[config.mk]
export PLATFORM = sky130hd
export DESIGN_NAME = adc_responder
export DESIGN_NICKNAME = d
export VERILOG_FILES = /design/src/rtl/adc_responder_pkg.sv /design/src/rtl/adc_responder_spi_edge_sync.sv /design/src/rtl/adc_responder.sv
export SDC_FILE = /design/constraint.sdc
export NUM_CORES = 1
export LEC_CHECK = 0
export ABC_AREA = 1
export CORE_UTILIZATION = 30
export CTS_CLUSTER_SIZE = 20
export DETAILED_ROUTE_END_ITERATION = 8
export GPL_TIMING_DRIVEN = 0
export PLACE_DENSITY = 0.52
export SLEW_MARGIN = 0
export SYNTH_ARGS = -nofsm -noshare
export SYNTH_HDL_FRONTEND = slang
export SYNTH_HIERARCHICAL = 1
export SYNTH_SLANG_ARGS = --single-unit
[constraint.sdc]
create_clock -name clk -period 2.9 [get_ports clk]
set_clock_uncertainty 0.15 [all_clocks]
set_input_delay 0.58 -clock clk [delete_from_list [all_inputs] [get_ports clk]]
set_output_delay 0.58 -clock clk [all_outputs]
set_load 0.02 [all_outputs]
[src/rtl/adc_responder_pkg.sv]
// Shared types and constants for the emulated LTC2308-style ADC responder.
package adc_responder_pkg;

  localparam int unsigned CFG_BITS    = 6;
  localparam int unsigned RESULT_BITS = 12;
  localparam int unsigned CH_BITS     = 3;
  localparam int unsigned BIT_CNT_W   = 4;
  localparam int unsigned RAMP_COUNT  = 8;

  // Config word bit positions {SD,OS,S1,S0,UNI,SLP}
  localparam int unsigned CFG_SD  = 5;
  localparam int unsigned CFG_OS  = 4;
  localparam int unsigned CFG_S1  = 3;
  localparam int unsigned CFG_S0  = 2;
  localparam int unsigned CFG_UNI = 1;
  localparam int unsigned CFG_SLP = 0;

  typedef enum logic {
    READY = 1'b0,
    CONV  = 1'b1
  } state_e;

  // Unipolar keeps offset binary; bipolar flips the MSB into two's complement.
  function automatic logic [RESULT_BITS-1:0] code_of(input logic [RESULT_BITS-1:0] sample,
                                                     input logic uni);
    return uni ? sample : (sample ^ RESULT_BITS'(12'h800));
  endfunction

endpackage

[src/rtl/adc_responder_spi_edge_sync.sv]
// Synchronizer chain plus history flop producing single-cycle rise/fall pulses.
module spi_edge_sync #(
  parameter int unsigned SYNC_STAGES = 2,
  parameter logic        RESET_VAL   = 1'b0
) (
  input  logic clk,
  input  logic rst_n,
  input  logic i_async,
  output logic o_rise_c,
  output logic o_fall_c
);

  logic [SYNC_STAGES-1:0] r_sync;
  logic                   r_hist;
  logic                   w_level;

  assign w_level = r_sync[SYNC_STAGES-1];

  always_ff @(posedge clk or negedge rst_n) begin
    if (!rst_n) begin
      r_sync <= {SYNC_STAGES{RESET_VAL}};
      r_hist <= RESET_VAL;
    end else begin
      r_sync <= {r_sync[SYNC_STAGES-2:0], i_async};
      r_hist <= w_level;
    end
  end

  assign o_rise_c = w_level & ~r_hist;
  assign o_fall_c = ~w_level & r_hist;

endmodule

[src/rtl/adc_responder.sv]
// Responder end of the 4-wire serial ADC link: shifts in config, shifts out the
// previous result, then models a conversion. Define ADC_RAMP_GEN_EN for internal ramps.
module adc_responder
  import adc_responder_pkg::*;
#(
  parameter int unsigned CONV_CYCLES = 32,
  parameter int unsigned SYNC_STAGES = 2
) (
  input  logic                   clk,
  input  logic                   reset_n,
  input  logic                   adc_cs_n,
  input  logic                   adc_sclk,
  input  logic                   adc_din,
  output logic                   adc_dout,
  output logic                   sample_req,
  output logic [CH_BITS-1:0]     sample_ch,
  input  logic [RESULT_BITS-1:0] sample_in,
  input  logic                   sample_valid,
  output logic [CFG_BITS-1:0]    cfg_word,
  output logic                   cfg_valid,
  output logic                   frame_err
);

  localparam int unsigned CNT_W = $clog2(CONV_CYCLES);

  // Reset: asynchronous assert, synchronous release
  logic [1:0] r_rst_sync;
  logic       w_rst_n;

  always_ff @(posedge clk or negedge reset_n) begin
    if (!reset_n) r_rst_sync <= 2'b00;
    else          r_rst_sync <= {r_rst_sync[0], 1'b1};
  end
  assign w_rst_n = r_rst_sync[1];

  logic w_cs_rise, w_cs_fall, w_sclk_rise, w_sclk_fall;

  spi_edge_sync #(.SYNC_STAGES(SYNC_STAGES), .RESET_VAL(1'b1)) u_cs_sync (
    .clk      (clk),
    .rst_n    (w_rst_n),
    .i_async  (adc_cs_n),
    .o_rise_c (w_cs_rise),
    .o_fall_c (w_cs_fall)
  );

  spi_edge_sync #(.SYNC_STAGES(SYNC_STAGES), .RESET_VAL(1'b0)) u_sclk_sync (
    .clk      (clk),
    .rst_n    (w_rst_n),
    .i_async  (adc_sclk),
    .o_rise_c (w_sclk_rise),
    .o_fall_c (w_sclk_fall)
  );

  // din needs no edges, only the same latency as sclk
  logic [SYNC_STAGES-1:0] r_din_sync;
  logic                   w_din;

  always_ff @(posedge clk or negedge w_rst_n) begin
    if (!w_rst_n) r_din_sync <= '0;
    else          r_din_sync <= {r_din_sync[SYNC_STAGES-2:0], adc_din};
  end
  assign w_din = r_din_sync[SYNC_STAGES-1];

  state_e                 r_state, w_state_nxt;
  logic                   r_in_frame, w_in_frame_nxt;
  logic                   r_stale, w_stale_nxt;
  logic [BIT_CNT_W-1:0]   r_bit_cnt, w_bit_cnt_nxt;
  logic [CFG_BITS-1:0]    r_cfg_sr, w_cfg_sr_nxt;
  logic [RESULT_BITS-1:0] r_out_sr, w_out_sr_nxt;
  logic [RESULT_BITS-1:0] r_result, w_result_nxt;
  logic [RESULT_BITS-1:0] r_cap, w_cap_nxt;
  logic                   r_captured, w_captured_nxt;
  logic [CNT_W-1:0]       r_conv_cnt, w_conv_cnt_nxt;
  logic                   r_sample_req, w_sample_req_nxt;
  logic [CH_BITS-1:0]     r_sample_ch, w_sample_ch_nxt;
  logic [CFG_BITS-1:0]    r_cfg_word, w_cfg_word_nxt;
  logic                   r_cfg_valid, w_cfg_valid_nxt;
  logic                   r_frame_err, w_frame_err_nxt;
  logic                   r_dout, w_dout_nxt;
  logic [CH_BITS-1:0]     w_ch;

  assign w_ch = r_cfg_sr[CFG_OS:CFG_S0];

`ifdef ADC_RAMP_GEN_EN
  logic [RESULT_BITS-1:0] r_ramp [RAMP_COUNT];
  logic [RESULT_BITS-1:0] w_ramp_nxt [RAMP_COUNT];
  logic                   w_unused_sample;

  assign w_unused_sample = ^{sample_in, sample_valid};
`endif

  always_ff @(posedge clk or negedge w_rst_n) begin
    if (!w_rst_n) begin
      r_state      <= READY;
      r_in_frame   <= 1'b0;
      r_stale      <= 1'b0;
      r_bit_cnt    <= '0;
      r_cfg_sr     <= '0;
      r_out_sr     <= '0;
      r_result     <= '0;
      r_cap        <= '0;
      r_captured   <= 1'b0;
      r_conv_cnt   <= '0;
      r_sample_req <= 1'b0;
      r_sample_ch  <= '0;
      r_cfg_word   <= '0;
      r_cfg_valid  <= 1'b0;
      r_frame_err  <= 1'b0;
      r_dout       <= 1'b0;
`ifdef ADC_RAMP_GEN_EN
      for (int i = 0; i < int'(RAMP_COUNT); i++) r_ramp[i] <= '0;
`endif
    end else begin
      r_state      <= w_state_nxt;
      r_in_frame   <= w_in_frame_nxt;
      r_stale      <= w_stale_nxt;
      r_bit_cnt    <= w_bit_cnt_nxt;
      r_cfg_sr     <= w_cfg_sr_nxt;
      r_out_sr     <= w_out_sr_nxt;
      r_result     <= w_result_nxt;
      r_cap        <= w_cap_nxt;
      r_captured   <= w_captured_nxt;
      r_conv_cnt   <= w_conv_cnt_nxt;
      r_sample_req <= w_sample_req_nxt;
      r_sample_ch  <= w_sample_ch_nxt;
      r_cfg_word   <= w_cfg_word_nxt;
      r_cfg_valid  <= w_cfg_valid_nxt;
      r_frame_err  <= w_frame_err_nxt;
      r_dout       <= w_dout_nxt;
`ifdef ADC_RAMP_GEN_EN
      for (int i = 0; i < int'(RAMP_COUNT); i++) r_ramp[i] <= w_ramp_nxt[i];
`endif
    end
  end

  always_comb begin
    w_state_nxt      = r_state;
    w_in_frame_nxt   = r_in_frame;
    w_stale_nxt      = r_stale;
    w_bit_cnt_nxt    = r_bit_cnt;
    w_cfg_sr_nxt     = r_cfg_sr;
    w_out_sr_nxt     = r_out_sr;
    w_result_nxt     = r_result;
    w_cap_nxt        = r_cap;
    w_captured_nxt   = r_captured;
    w_conv_cnt_nxt   = r_conv_cnt;
    w_sample_req_nxt = r_sample_req;
    w_sample_ch_nxt  = r_sample_ch;
    w_cfg_word_nxt   = r_cfg_word;
    w_cfg_valid_nxt  = 1'b0;
    w_frame_err_nxt  = 1'b0;
    w_dout_nxt       = r_dout;
`ifdef ADC_RAMP_GEN_EN
    w_ramp_nxt       = r_ramp;
`endif

    // cs_n edges take priority over any coincident sclk edge
    if (w_cs_fall) begin
      w_in_frame_nxt = 1'b1;
      w_bit_cnt_nxt  = '0;
      w_out_sr_nxt   = r_result;
      w_dout_nxt     = r_result[RESULT_BITS-1];
      w_stale_nxt    = (r_state == CONV);
      w_frame_err_nxt = (r_state == CONV);
    end else if (w_cs_rise && r_in_frame) begin
      w_in_frame_nxt = 1'b0;
      w_dout_nxt     = 1'b0;
      w_stale_nxt    = 1'b0;
      if (r_bit_cnt < BIT_CNT_W'(CFG_BITS)) begin
        w_frame_err_nxt = 1'b1;
      end else if (!r_stale) begin
        w_cfg_word_nxt  = r_cfg_sr;
        w_cfg_valid_nxt = 1'b1;
        if (!r_cfg_sr[CFG_SLP]) begin
          w_state_nxt     = CONV;
          w_conv_cnt_nxt  = CNT_W'(CONV_CYCLES - 1);
          w_sample_ch_nxt = w_ch;
`ifdef ADC_RAMP_GEN_EN
          w_cap_nxt        = code_of(r_ramp[w_ch], r_cfg_sr[CFG_UNI]);
          w_captured_nxt   = 1'b1;
          w_ramp_nxt[w_ch] = r_ramp[w_ch] + RESULT_BITS'(w_ch) + RESULT_BITS'(1);
`else
          w_sample_req_nxt = 1'b1;
          w_captured_nxt   = 1'b0;
`endif
        end
      end
    end else if (r_in_frame) begin
      if (w_sclk_rise) begin
        if (r_bit_cnt < BIT_CNT_W'(CFG_BITS)) w_cfg_sr_nxt = {r_cfg_sr[CFG_BITS-2:0], w_din};
        if (r_bit_cnt != {BIT_CNT_W{1'b1}}) w_bit_cnt_nxt = r_bit_cnt + BIT_CNT_W'(1);
      end else if (w_sclk_fall) begin
        w_dout_nxt   = r_out_sr[RESULT_BITS-2];
        w_out_sr_nxt = {r_out_sr[RESULT_BITS-2:0], 1'b0};
      end
    end

    // Conversion runs independently of any (stale) frame in progress
    if (r_state == CONV) begin
      if (r_conv_cnt != '0) w_conv_cnt_nxt = r_conv_cnt - CNT_W'(1);
`ifndef ADC_RAMP_GEN_EN
      if (r_sample_req && sample_valid) begin
        w_sample_req_nxt = 1'b0;
        w_cap_nxt        = code_of(sample_in, r_cfg_word[CFG_UNI]);
        w_captured_nxt   = 1'b1;
      end
`endif
      if (r_conv_cnt == '0 && r_captured) begin
        w_state_nxt  = READY;
        w_result_nxt = r_cap;
      end
    end
  end

  assign adc_dout   = r_dout;
  assign sample_req = r_sample_req;
  assign sample_ch  = r_sample_ch;
  assign cfg_word   = r_cfg_word;
  assign cfg_valid  = r_cfg_valid;
  assign frame_err  = r_frame_err;

endmodule

# ---- Word-level counts from Yosys, hierarchy flattened
# Index checks and enable logic that the tools add are counted.
dict set report totals {
  elab_cells 117
  ram_bits 0
  ff_bits 77
  latch_bits 0
  out_inout_bits 13
  mem_count 0
  in_bits 18
  romBits 0
}
dict set report op_classes {
  n_eq_ne 4
  n_shift 0
  reduce_logical 20
  muxes 54
  div_mod_pow 0
  add_sub_neg 2
  order_cmp 1
  multipliers 0
  n_bitwise 14
}
# operator n
set ops {}
lappend ops {{two-way mux 11 bit} 5}
lappend ops {{two-way mux 1 bit} 36}
lappend ops {{two-way mux 5 bit} 7}
lappend ops {{two-way mux 4 bit} 5}
lappend ops {{two-way mux 12 bit} 1}
lappend ops {{AND reduction 4 bit} 3}
lappend ops {{inverter 1 bit} 10}
lappend ops {{AND reduction 5 bit} 2}
lappend ops {{nonzero test 2 bit} 5}
lappend ops {{nonzero test 3 bit} 2}
lappend ops {{logical NOT 5 bit} 1}
lappend ops {{nonzero test 5 bit} 1}
lappend ops {{subtractor 5 x 1 -> 5 bit, second input constant} 1}
lappend ops {{adder 4 x 1 -> 4 bit, second input constant} 1}
lappend ops {{AND 1 bit} 4}
lappend ops {{< comparator 4 x 3 -> 1 bit, second input constant} 1}
lappend ops {{!= test 4 bit, second input constant} 1}
lappend ops {{AND reduction 2 bit} 2}
lappend ops {{logical AND 1 bit} 3}
lappend ops {{!= test 3 bit, second input constant} 1}
lappend ops {{AND reduction 3 bit} 1}
lappend ops {{!= test 2 x 1 -> 1 bit, second input constant} 1}
lappend ops {{!= test 2 bit, second input constant} 1}

# ---- Longest topological paths before layout
# Gate-level depths: netlist (run 1).
dict set report logic_depth {
  word_depth 7
  depth_mapped 10
  mapped_depth_nobuf 10
}

# ---- By module
# Netlist (run 1), hierarchy kept.
# module instances cells_each seq_area_each_um2 area_each_um2
set modules_own_cells {}
lappend modules_own_cells {adc_responder 1 335 1776.7 3046.7}
lappend modules_own_cells {{spi_edge_sync (u_cs_sync)} 1 7 78.8 93.8}
lappend modules_own_cells {{spi_edge_sync (u_sclk_sync)} 1 7 75.1 90.1}

# ---- Worst setup path before layout (run 1)
# Ideal clock, no wire load.
dict set report synth_path {
  path_type {reg-to-reg}
  startpoint {register u_cs_sync.r_sync[1]}
  endpoint {register r_sample_ch[0], in the netlist sample_ch[0]}
  path_stages_with_launch 9
  required_time_ns 2.632
  setup_ns 0.118
  path_slack_ns 1.339
  period_less_slack_ns 1.561
  t_arrival_ns 1.293
  path_buffers 1
  path_cell_list {dfstp_2 inv_1 nor2_1 nand2_2 inv_2 nand4_4 buf_6 nand2_1 o21ai_2}
}
dict set report synth_between {
  word_cells_on_any_way 6
  cone_classes {4 x bitwise; 2 x reduce/logical}
}
# element line
set synth_rtl {}
lappend synth_rtl {{start, declared} adc_responder_spi_edge_sync.sv:13} ;# logic [SYNC_STAGES-1:0] r_sync;
lappend synth_rtl {{start signal, assigned} adc_responder_spi_edge_sync.sv:21} ;# r_sync <= {SYNC_STAGES{RESET_VAL}};
lappend synth_rtl {{start signal, assigned} adc_responder_spi_edge_sync.sv:24} ;# r_sync <= {r_sync[SYNC_STAGES-2:0], i_async};
lappend synth_rtl {{AND 1 bit} adc_responder_spi_edge_sync.sv:29} ;# assign o_rise_c = w_level & ~r_hist;
lappend synth_rtl {{named net w_cs_rise} adc_responder.sv:36} ;# logic w_cs_rise, w_cs_fall, w_sclk_rise, w_sclk_fall;
lappend synth_rtl {{logical AND 1 bit} adc_responder.sv:165} ;# end else if (w_cs_rise && r_in_frame) begin
lappend synth_rtl {{AND reduction 5 bit (no source line)} n/a}
lappend synth_rtl {{end signal, assigned} adc_responder.sv:125} ;# r_sample_ch <= w_sample_ch_nxt;
lappend synth_rtl {{end, declared} adc_responder.sv:75} ;# logic [CH_BITS-1:0] r_sample_ch, w_sample_ch_nxt;
# The timed path passes the listed nets, and every way through them passes these cells.
# A chain may end at the register's enable or synchronous reset.

# ---- Final worst setup path (run 1)
dict set report layout_path {
  startpoint {register r_cfg_word[1], in the netlist cfg_word[1]}
  endpoint {output port cfg_word[1]}
}
# element line
set layout_rtl {}
lappend layout_rtl {{start, declared} adc_responder.sv:76} ;# logic [CFG_BITS-1:0] r_cfg_word, w_cfg_word_nxt;
lappend layout_rtl {{start signal, assigned} adc_responder.sv:126} ;# r_cfg_word <= w_cfg_word_nxt;
lappend layout_rtl {{end, declared} adc_responder.sv:19} ;# output logic [CFG_BITS-1:0] cfg_word,
# No word-level cell between the ends.

==> results of run 1 <==
==> kinds of logic (layout without fill, tap and decap cells) <==
logic type | Yosys count | after routing
and+or+nand+nor | 142 | 142
adders and majority gates | 2 | 2
buffers and inverters | 62 | 109
xor gates and xnor gates | 1 | 1
DFF | 77 | 77
other | 1 | 1
AOI/OAI and AO/OA | 64 | 64
==> power by group through the flow <==
stage          combinational [mW]  sequential [mW]  clock (mW)
2_1_floorplan               0.552             1.67           0
3_3_place_gp                0.785             1.68           0
3_5_place_dp                0.824             1.68           0
4_1_cts                     0.828             1.66       0.836
5_1_grt                     0.952             1.71       0.877
6_report                    0.811             1.66       0.802
==> metrics by stage <==
stage | cell area [µm²] | power (mW) | setup TNS [ps]
2_1_floorplan | 3230 | 2.23 | 0
3_3_place_gp | 3700 | 2.47 | -38440
3_5_place_dp | 3730 | 2.50 | 0
4_1_cts | 3930 | 3.33 | 0
5_1_grt | 3930 | 3.53 | 0
6_report | 3930 | 3.27 | 0
==> cells in the mapped netlist (all sizes together) <==
cell,instances,area [µm²]
ha,2,25.0
nand2,106,423
dfrtp,74,1850
buf,10,65.1
nor2,11,53.8
nand3,17,90.1
inv,52,203
xor2,1,8.76
nand3b,1,7.51
o22ai,1,6.26
o21ai,61,324
nand4,4,46.3
conb,1,3.75
or2,1,6.26
a21boi,1,11.3
dfstp,3,78.8
a21oi,1,5.00
nor3,2,21.3
==> worst max path at each step <==
| stage | endpoint | slack [ps] | cells past startpoint |
|---|---|---|---|
| CTS | cfg_word[1] | 780 | 1 |
| detailed placement | r_cap[8]$_DFFE_PN0P_ | 960 | 5 |
| global route | cfg_word[1] | 740 | 1 |
| global placement | sample_req$_DFF_PN0_ | -540 | 0 |
| finish | cfg_word[1] | 810 | 1 |
| floorplan | adc_dout$_DFFE_PN0P_ | 450 | 0 |
==> flip-flops by register name, indices dropped and copies added (netlist names) <==
register	count
frame_err	1
u_cs_sync/r_hist	1
cfg_valid	1
r_cap	12
r_in_frame	1
sample_req	1
u_sclk_sync/r_hist	1
r_state	1
r_rst_sync	2
r_conv_cnt	5
r_bit_cnt	4
r_out_sr	11
r_result	12
u_cs_sync/r_sync	2
r_captured	1
r_stale	1
r_cfg_sr	6
u_sclk_sync/r_sync	2
adc_dout	1
cfg_word	6
sample_ch	3
r_din_sync	2
==> cell type report <==
class	count	area [µm²]
plain buffers	10	65.1
clock buffers	12	145
clock inverters	4	47.5
fillers	1079	6440
inverters	52	203
multi-input cells	210	1030
flip-flops and latches	77	1930
well taps	136	170
repair buffers	31	328
==> metal layers <==
| layer | vias up | global-route usage (%) | share of wire (%) |
|---|---|---|---|
| met5 | - | 0 | 0 |
| met4 | 0 | 4.76 | 1.8 |
| met3 | 11 | 3.71 | 3.2 |
| met2 | 31 | 18.2 | 45 |
| met1 | 1081 | 15.5 | 50 |
| li1 | 1177 | - | - |
==> placed cells by master, fill, tap and decap left out, drive strengths merged, types with 2 or more instances in the layout <==
cell type	synthesis	routed
buf	10	11
clkbuf	0	12
nor2	11	11
clkdlybuf4s50	0	30
dfrtp	74	74
nand4	4	4
o21ai	61	61
nand2	106	106
dfstp	3	3
ha	2	2
inv	52	52
nand3	17	17
nor3	2	2
clkinv	0	2
==> flow_summary.rst, run 1 <==
.. list-table::
   :header-rows: 1

   * - Metric
     - Value
   * - Fmax
     - around 0.48 GHz
   * - Layout Nets
     - 411
   * - Synthesized flop and latch total
     - between 70 and 80
   * - Syn_area_per_cell
     - roughly 9.3 µm²
   * - Vias
     - 2300
   * - Cells along the critical path
     - clkdlybuf4s50_1
   * - Final period util
     - around 72%
   * - Half-perimeter wire length after detailed placement
     - around 4.1 mm
   * - Endpoint kind of the worst setup timing path
     - output port
   * - Portion of netlist area occupied by mux cells
     - 0%
   * - Internal cell power
     - between 2 and 2.5 mW
   * - Count of final hold-check violations
     - 0
   * - PwrDens
     - 834 nW/µm²
   * - Clock group share of total power
     - between 20 and 25%
   * - Routed WL
     - approximately 6 mm
   * - Iteration-0 DRC Markers
     - 45
   * - Clock net sink count
     - between 70 and 80
   * - Share of total power in sequential cells
     - 50.7%
   * - Post-Syn Instances
     - around 350
   * - Share of cells above drive strength 1
     - between 10% and 20%
   * - Number of buffers inserted to repair setup after CTS
     - 0
   * - Cell type group with the largest total delay on the critical path
     - buffers and inverters
   * - Synth cell types
     - 31
   * - Crit path from
     - cfg_word[1]$_DFFE_PN0P_
   * - Switching component of the power
     - roughly 1.1 mW
   * - Combinational Power Share
     - between 20% and 30%
   * - Syn nets
     - approximately 370
   * - Warning count from the yosys run
     - 6
   * - Y dimension of the die
     - between 100 and 150 µm
   * - Critical Path Start Type
     - flip-flop
   * - Sequential-to-total area share from yosys stat
     - about three fifths
   * - Clock tree buffer depth
     - 2
   * - Area growth syn-to-layout
     - 21.5%
   * - Post-detailed-route count of antenna-violating nets
     - 0
   * - Final weighted congestion of routability-driven global placement
     - between 0.7 and 0.8
   * - Destination of the worst register-to-register timing path
     - cfg_word[1]$_DFFE_PN0P_
   * - Root cell of the clock tree
     - sky130_fd_sc_hd__clkbuf_8
   * - Starting density of the core
     - ~31%
   * - Worst EP arrival
     - roughly 1400 ps
   * - Netlist Area Pre-Place
     - between 3000 and 4000 µm²
   * - Post-synthesis adder-cell area fraction
     - less than 1%
   * - Xor and xnor area share after synthesis
     - less than 1%
   * - I/O pin cnt
     - 31
   * - Cell total after placement
     - roughly 520
   * - Slack of the worst reg-to-reg path
     - 1070 ps
   * - Standard-cell rows
     - 37
   * - Hold slack final
     - 131 ps
   * - Synth Area in Simple Gates
     - between 20% and 30%
   * - Compound-Gate Fraction of Synth Area
     - roughly 11%
   * - Non-filler instance count after layout
     - roughly 530
   * - Switching part of the total
     - 32.9%
   * - Core utilization of the finished layout
     - 37.8%
   * - Launching point of the worst reg2reg path
     - u_cs_sync/r_sync[1]$_DFF_PN1_
   * - Number of failing setup endpoints in the final timing report
     - 0
   * - Average wire per cell in the routed design
     - between 10 and 15 µm
   * - Global-route wire length before repair
     - ~10 mm
   * - Pre-CTS setup slack
     - ~960 ps
   * - Unrepaired setup endpoints after global routing
     - false
   * - Count of cells along the worst register-to-register path
     - 8
   * - Post-CTS sizing
     - 0
   * - Post-detailed-route DRC marker count
     - 0
   * - Clock buffers created by TritonCTS
     - 9
   * - Highest-delay cell along the critical path
     - sky130_fd_sc_hd__clkdlybuf4s50_1
   * - TritonCTS clock tree
     - done
   * - Core area
     - roughly 10000 µm²
   * - Crit-path max FO
     - 3
   * - Vias in the first global route
     - approximately 2200
   * - Antenna violations before repair
     - 0
   * - Peak per-stage delay on the critical path
     - around 620 ps
   * - Maximum number of pins on one net before global-route repair
     - 45
   * - Die span in x
     - between 100 and 150 µm
   * - Clock input transition at the sequential cells of the worst setup and hold paths
     - 80 ps
   * - Smallest setup slack after layout
     - 806 ps
   * - Static leakage
     - around 1.9 nW
   * - Worst Path Required
     - between 2000 and 2500 ps
   * - Dominant combinational cell family by area after synthesis
     - simple AND/OR/NAND/NOR gates
   * - Total Die Area
     - 11200 µm²
   * - Total of max-cap violations
     - 0
   * - Critical Setup Path Class
     - flip-flop to output port
   * - Final Max Slew Viols
     - 0
   * - Number of buffers added to fix hold violations after cts
     - 0
   * - Number of port buffers
     - 30
   * - Diode count
     - 0
   * - Number of buffer and inverter instances along the worst setup path
     - 1
   * - Largest vdd supply drop
     - 0.330 mV
   * - Routed via count divided by cell count
     - about 4.3
   * - Minimum clock period after layout
     - 2090 ps
   * - Clock insertion delay at the later pin of the skew report
     - 350 ps
   * - First-pass iteration count of the detailed router
     - 4
   * - Run status
     - finished clean
   * - Clock H-tree levels
     - 3
   * - Global route overflow
     - 0
   * - Hold Path Class
     - flip-flop to asynchronous set/reset pin
   * - Global-route total usage across every layer
     - about an eighth
Note: power is estimated with default switching activity, not from simulation.
==> inputs of run 2 (changes only) <==
--- a/config.mk
+++ b/config.mk
@@ -10,7 +10,7 @@
 export CTS_CLUSTER_SIZE = 20
 export DETAILED_ROUTE_END_ITERATION = 8
 export GPL_TIMING_DRIVEN = 0
-export PLACE_DENSITY = 0.52
+export PLACE_DENSITY = 0.54
 export SLEW_MARGIN = 0
 export SYNTH_ARGS = -nofsm -noshare
 export SYNTH_HDL_FRONTEND = slang
==> constraint.sdc (replaced) <==
create_clock -name clk -period 1.8 [get_ports clk]
set_clock_uncertainty 0.15 [all_clocks]
set_input_delay 0.36 -clock clk [delete_from_list [all_inputs] [get_ports clk]]
set_output_delay 0.36 -clock clk [all_outputs]
set_load 0.02 [all_outputs]
==> flow_summary.rst, run 2 (same netlist as run 1, synthesis figures left out) <==
.. list-table::
   :header-rows: 1

   * - Metric
     - Value
   * - Run status
     - finished clean
   * - Maximum number of pins on one net before global-route repair
     - 45 (unchanged)
   * - Biggest regs
     - r_cap x12, r_result x12, r_out_sr x11
   * - Core area
     - 10400 µm² (unchanged)
   * - Final Max Slew Viols
     - 0 (unchanged)
   * - Final period util
     - a little over nine tenths
   * - Iteration-0 DRC Markers
     - 94 (+110%)
   * - Core utilization of the finished layout
     - 38.4% (+0.57 points)
   * - Crit path from
     - u_cs_sync/r_sync[1]$_DFF_PN1_
   * - Clock H-tree levels
     - 3 (unchanged)
   * - Final weighted congestion of routability-driven global placement
     - 0.717 (-0.97%)
   * - Crit-path max FO
     - 10 (+7)
   * - Met2 GRT Util
     - 19.5% (+1.4 points)
   * - Routed WL
     - 5.99 mm (+1.7%)
   * - TritonCTS clock tree
     - done
   * - Global-route total usage across every layer
     - 12.1% (+0.30 points)
   * - Fmax
     - ~0.6 GHz
   * - Total Die Area
     - 11200 µm² (unchanged)
   * - Number of failing setup endpoints in the final timing report
     - 0 (unchanged)
   * - Number of port buffers
     - 30 (unchanged)
   * - PwrDens
     - 1340 nW/µm² (+60%)
   * - Destination of the worst register-to-register timing path
     - r_cfg_sr[4]$_DFFE_PN0P_
   * - Diode count
     - 0 (unchanged)
   * - Endpoint kind of the worst setup timing path
     - flip-flop
   * - Hold Path Class
     - flip-flop to asynchronous set/reset pin
   * - Area growth syn-to-layout
     - 23.3%
   * - Clock tree buffer depth
     - 2 (unchanged)
   * - Y dimension of the die
     - 106 µm (unchanged)
   * - Worst Path Required
     - 1890 ps (-280 ps)
   * - Largest vdd supply drop
     - 0.480 mV (+45%)
   * - Busiest metal layer after global routing
     - met2
   * - Vias in the first global route
     - 2301 (+3.8%)
   * - Root cell of the clock tree
     - sky130_fd_sc_hd__clkbuf_8
   * - Count of cells along the worst register-to-register path
     - 9 (+1)
   * - Global routing usage on met3
     - 4.64% (+0.93 points)
   * - Share of cells above drive strength 1
     - 15.5% (+1.6 points)
   * - Post-detailed-route count of antenna-violating nets
     - 0 (unchanged)
   * - Global route overflow
     - 0 (unchanged)
   * - GR met1 Demand/Resource
     - 14.8% (-0.67 points)
   * - Average wire per cell in the routed design
     - 11.2 µm (+1.2%)
   * - Layout Nets
     - 414 (+0.73%)
   * - Critical Path Start Type
     - flip-flop
   * - Half-perimeter wire length after detailed placement
     - 4.12 mm (-0.24%)
   * - Total power
     - 5.32 mW (+63%)
   * - Count of final hold-check violations
     - 0 (unchanged)
   * - Standard-cell rows
     - 37 (unchanged)
   * - Clock input transition at the sequential cells of the worst setup and hold paths
     - 80 ps (about the same)
   * - I/O pin cnt
     - 31 (unchanged)
   * - Critical Setup Path Class
     - flip-flop to flip-flop
   * - First-pass iteration count of the detailed router
     - 4 (unchanged)
   * - Slack of the worst reg-to-reg path
     - 90 ps (-980 ps)
   * - Most frequent cells in the layout
     - 99 x sky130_fd_sc_hd__nand2_1, 73 x sky130_fd_sc_hd__dfrtp_1, 48 x sky130_fd_sc_hd__inv_1
   * - Minimum clock period after layout
     - approximately 1700 ps
   * - Antenna violations before repair
     - 0 (unchanged)
   * - Global-route wire length before repair
     - 10.6 mm (+1.6%)
   * - Total of max-cap violations
     - 0 (unchanged)
   * - Clock buffers created by TritonCTS
     - 9 (unchanged)
   * - Vias
     - 2330 (+1.3%)
   * - Post-detailed-route DRC marker count
     - 0 (unchanged)
   * - Most common cell after layout, fill and taps aside
     - sky130_fd_sc_hd__nand2_1
   * - Static leakage
     - 1.95 nW (+4.5%)
   * - Routed via count divided by cell count
     - 4.36 (+0.74%)
   * - Clock insertion delay at the later pin of the skew report
     - 360 ps (about the same)
   * - Die span in x
     - 106 µm (unchanged)
   * - Worst EP arrival
     - 1800 ps (+440 ps)
   * - Clock net sink count
     - 77 (unchanged)
   * - Starting density of the core
     - 31.2% (unchanged)
   * - Launching point of the worst reg2reg path
     - u_cs_sync/r_sync[1]$_DFF_PN1_
[run 2: power by group]
group	switching, mW	total [mW]	internal, mW
clock network	0.685	1.35	0.662
logic	0.788	1.30	0.517
registers	0.354	2.67	2.32
[run 2: worst max path at each step]
stage,to,depth (start not counted)
after global placement,r_din_sync[0]$_DFF_PN0_,0
after detailed placement,cfg_word[1]$_DFFE_PN0P_,8
after floorplan,sample_ch[0]$_DFFE_PN0P_,8
after global routing,cfg_word[5]$_DFFE_PN0P_,8
final,r_cfg_sr[4]$_DFFE_PN0P_,9
after CTS,cfg_word[3]$_DFFE_PN0P_,7
[run 2: area by class of cell]
cell class	instances	area [µm²]
multi-input cells	211	1060
flip-flops and latches	77	1930
clock buffers	9	124
inverters	52	203
well taps	136	170
fillers	1104	6390
plain buffers	10	67.6
repair buffers	33	342
clock inverters	7	80.1
[run 2: worst max-delay path: stages (launching register included)]
cell	delay (ps)
sky130_fd_sc_hd__dfstp_2	550
sky130_fd_sc_hd__nor2_1	60
sky130_fd_sc_hd__buf_6	140
sky130_fd_sc_hd__inv_8	90
sky130_fd_sc_hd__nand2_4	70
sky130_fd_sc_hd__nor3_4	200
sky130_fd_sc_hd__buf_12	140
sky130_fd_sc_hd__nand2_4	60
sky130_fd_sc_hd__nand2_1	90
sky130_fd_sc_hd__nand2_1	60
[run 2: what timing repair did]
item / CTS / global route
pin swaps: 1 / 1
hold buffers: 1 / 0
gates cloned: 1 / 0
setup buffers: 0 / 1
endpoints found under the hold margin: 2 / 0
setup endpoints to repair: 16 / 35
resized for setup: 14 / 6
[run 2: routing by layer]
layer	routed length (µm)	up-vias	share of wire [%]
li1	-	1184	-
met1	2830	1085	47
met2	2790	49	47
met3	277	12	4.6
met4	96	0	1.6
met5	0	-	0
[run 2: per-stage QoR]
stage                     hold WS (ps)  instance area [µm²]  instances  setup slack, ps  setup TNS [ps]
after detailed placement           150                 3730        516            -15.9           -36.5
final                              131                 3980        535             91.9               0
after global placement             187                 3700        515             -179          -12650
after floorplan                  -85.6                 3230        349              239               0
after global routing               179                 3980        535            -17.4           -55.7
after CTS                          163                 3940        534             14.0               0
==> inputs of run 3 (changes only) <==
--- a/config.mk
+++ b/config.mk
@@ -9,6 +9,7 @@
 export CORE_UTILIZATION = 30
 export CTS_CLUSTER_SIZE = 20
 export DETAILED_ROUTE_END_ITERATION = 8
+export GPL_ROUTABILITY_DRIVEN = 0
 export GPL_TIMING_DRIVEN = 0
 export PLACE_DENSITY = 0.54
 export SLEW_MARGIN = 0
==> results of run 3 <==
The final DEF is identical to that of run 2; final timing and power are the same.
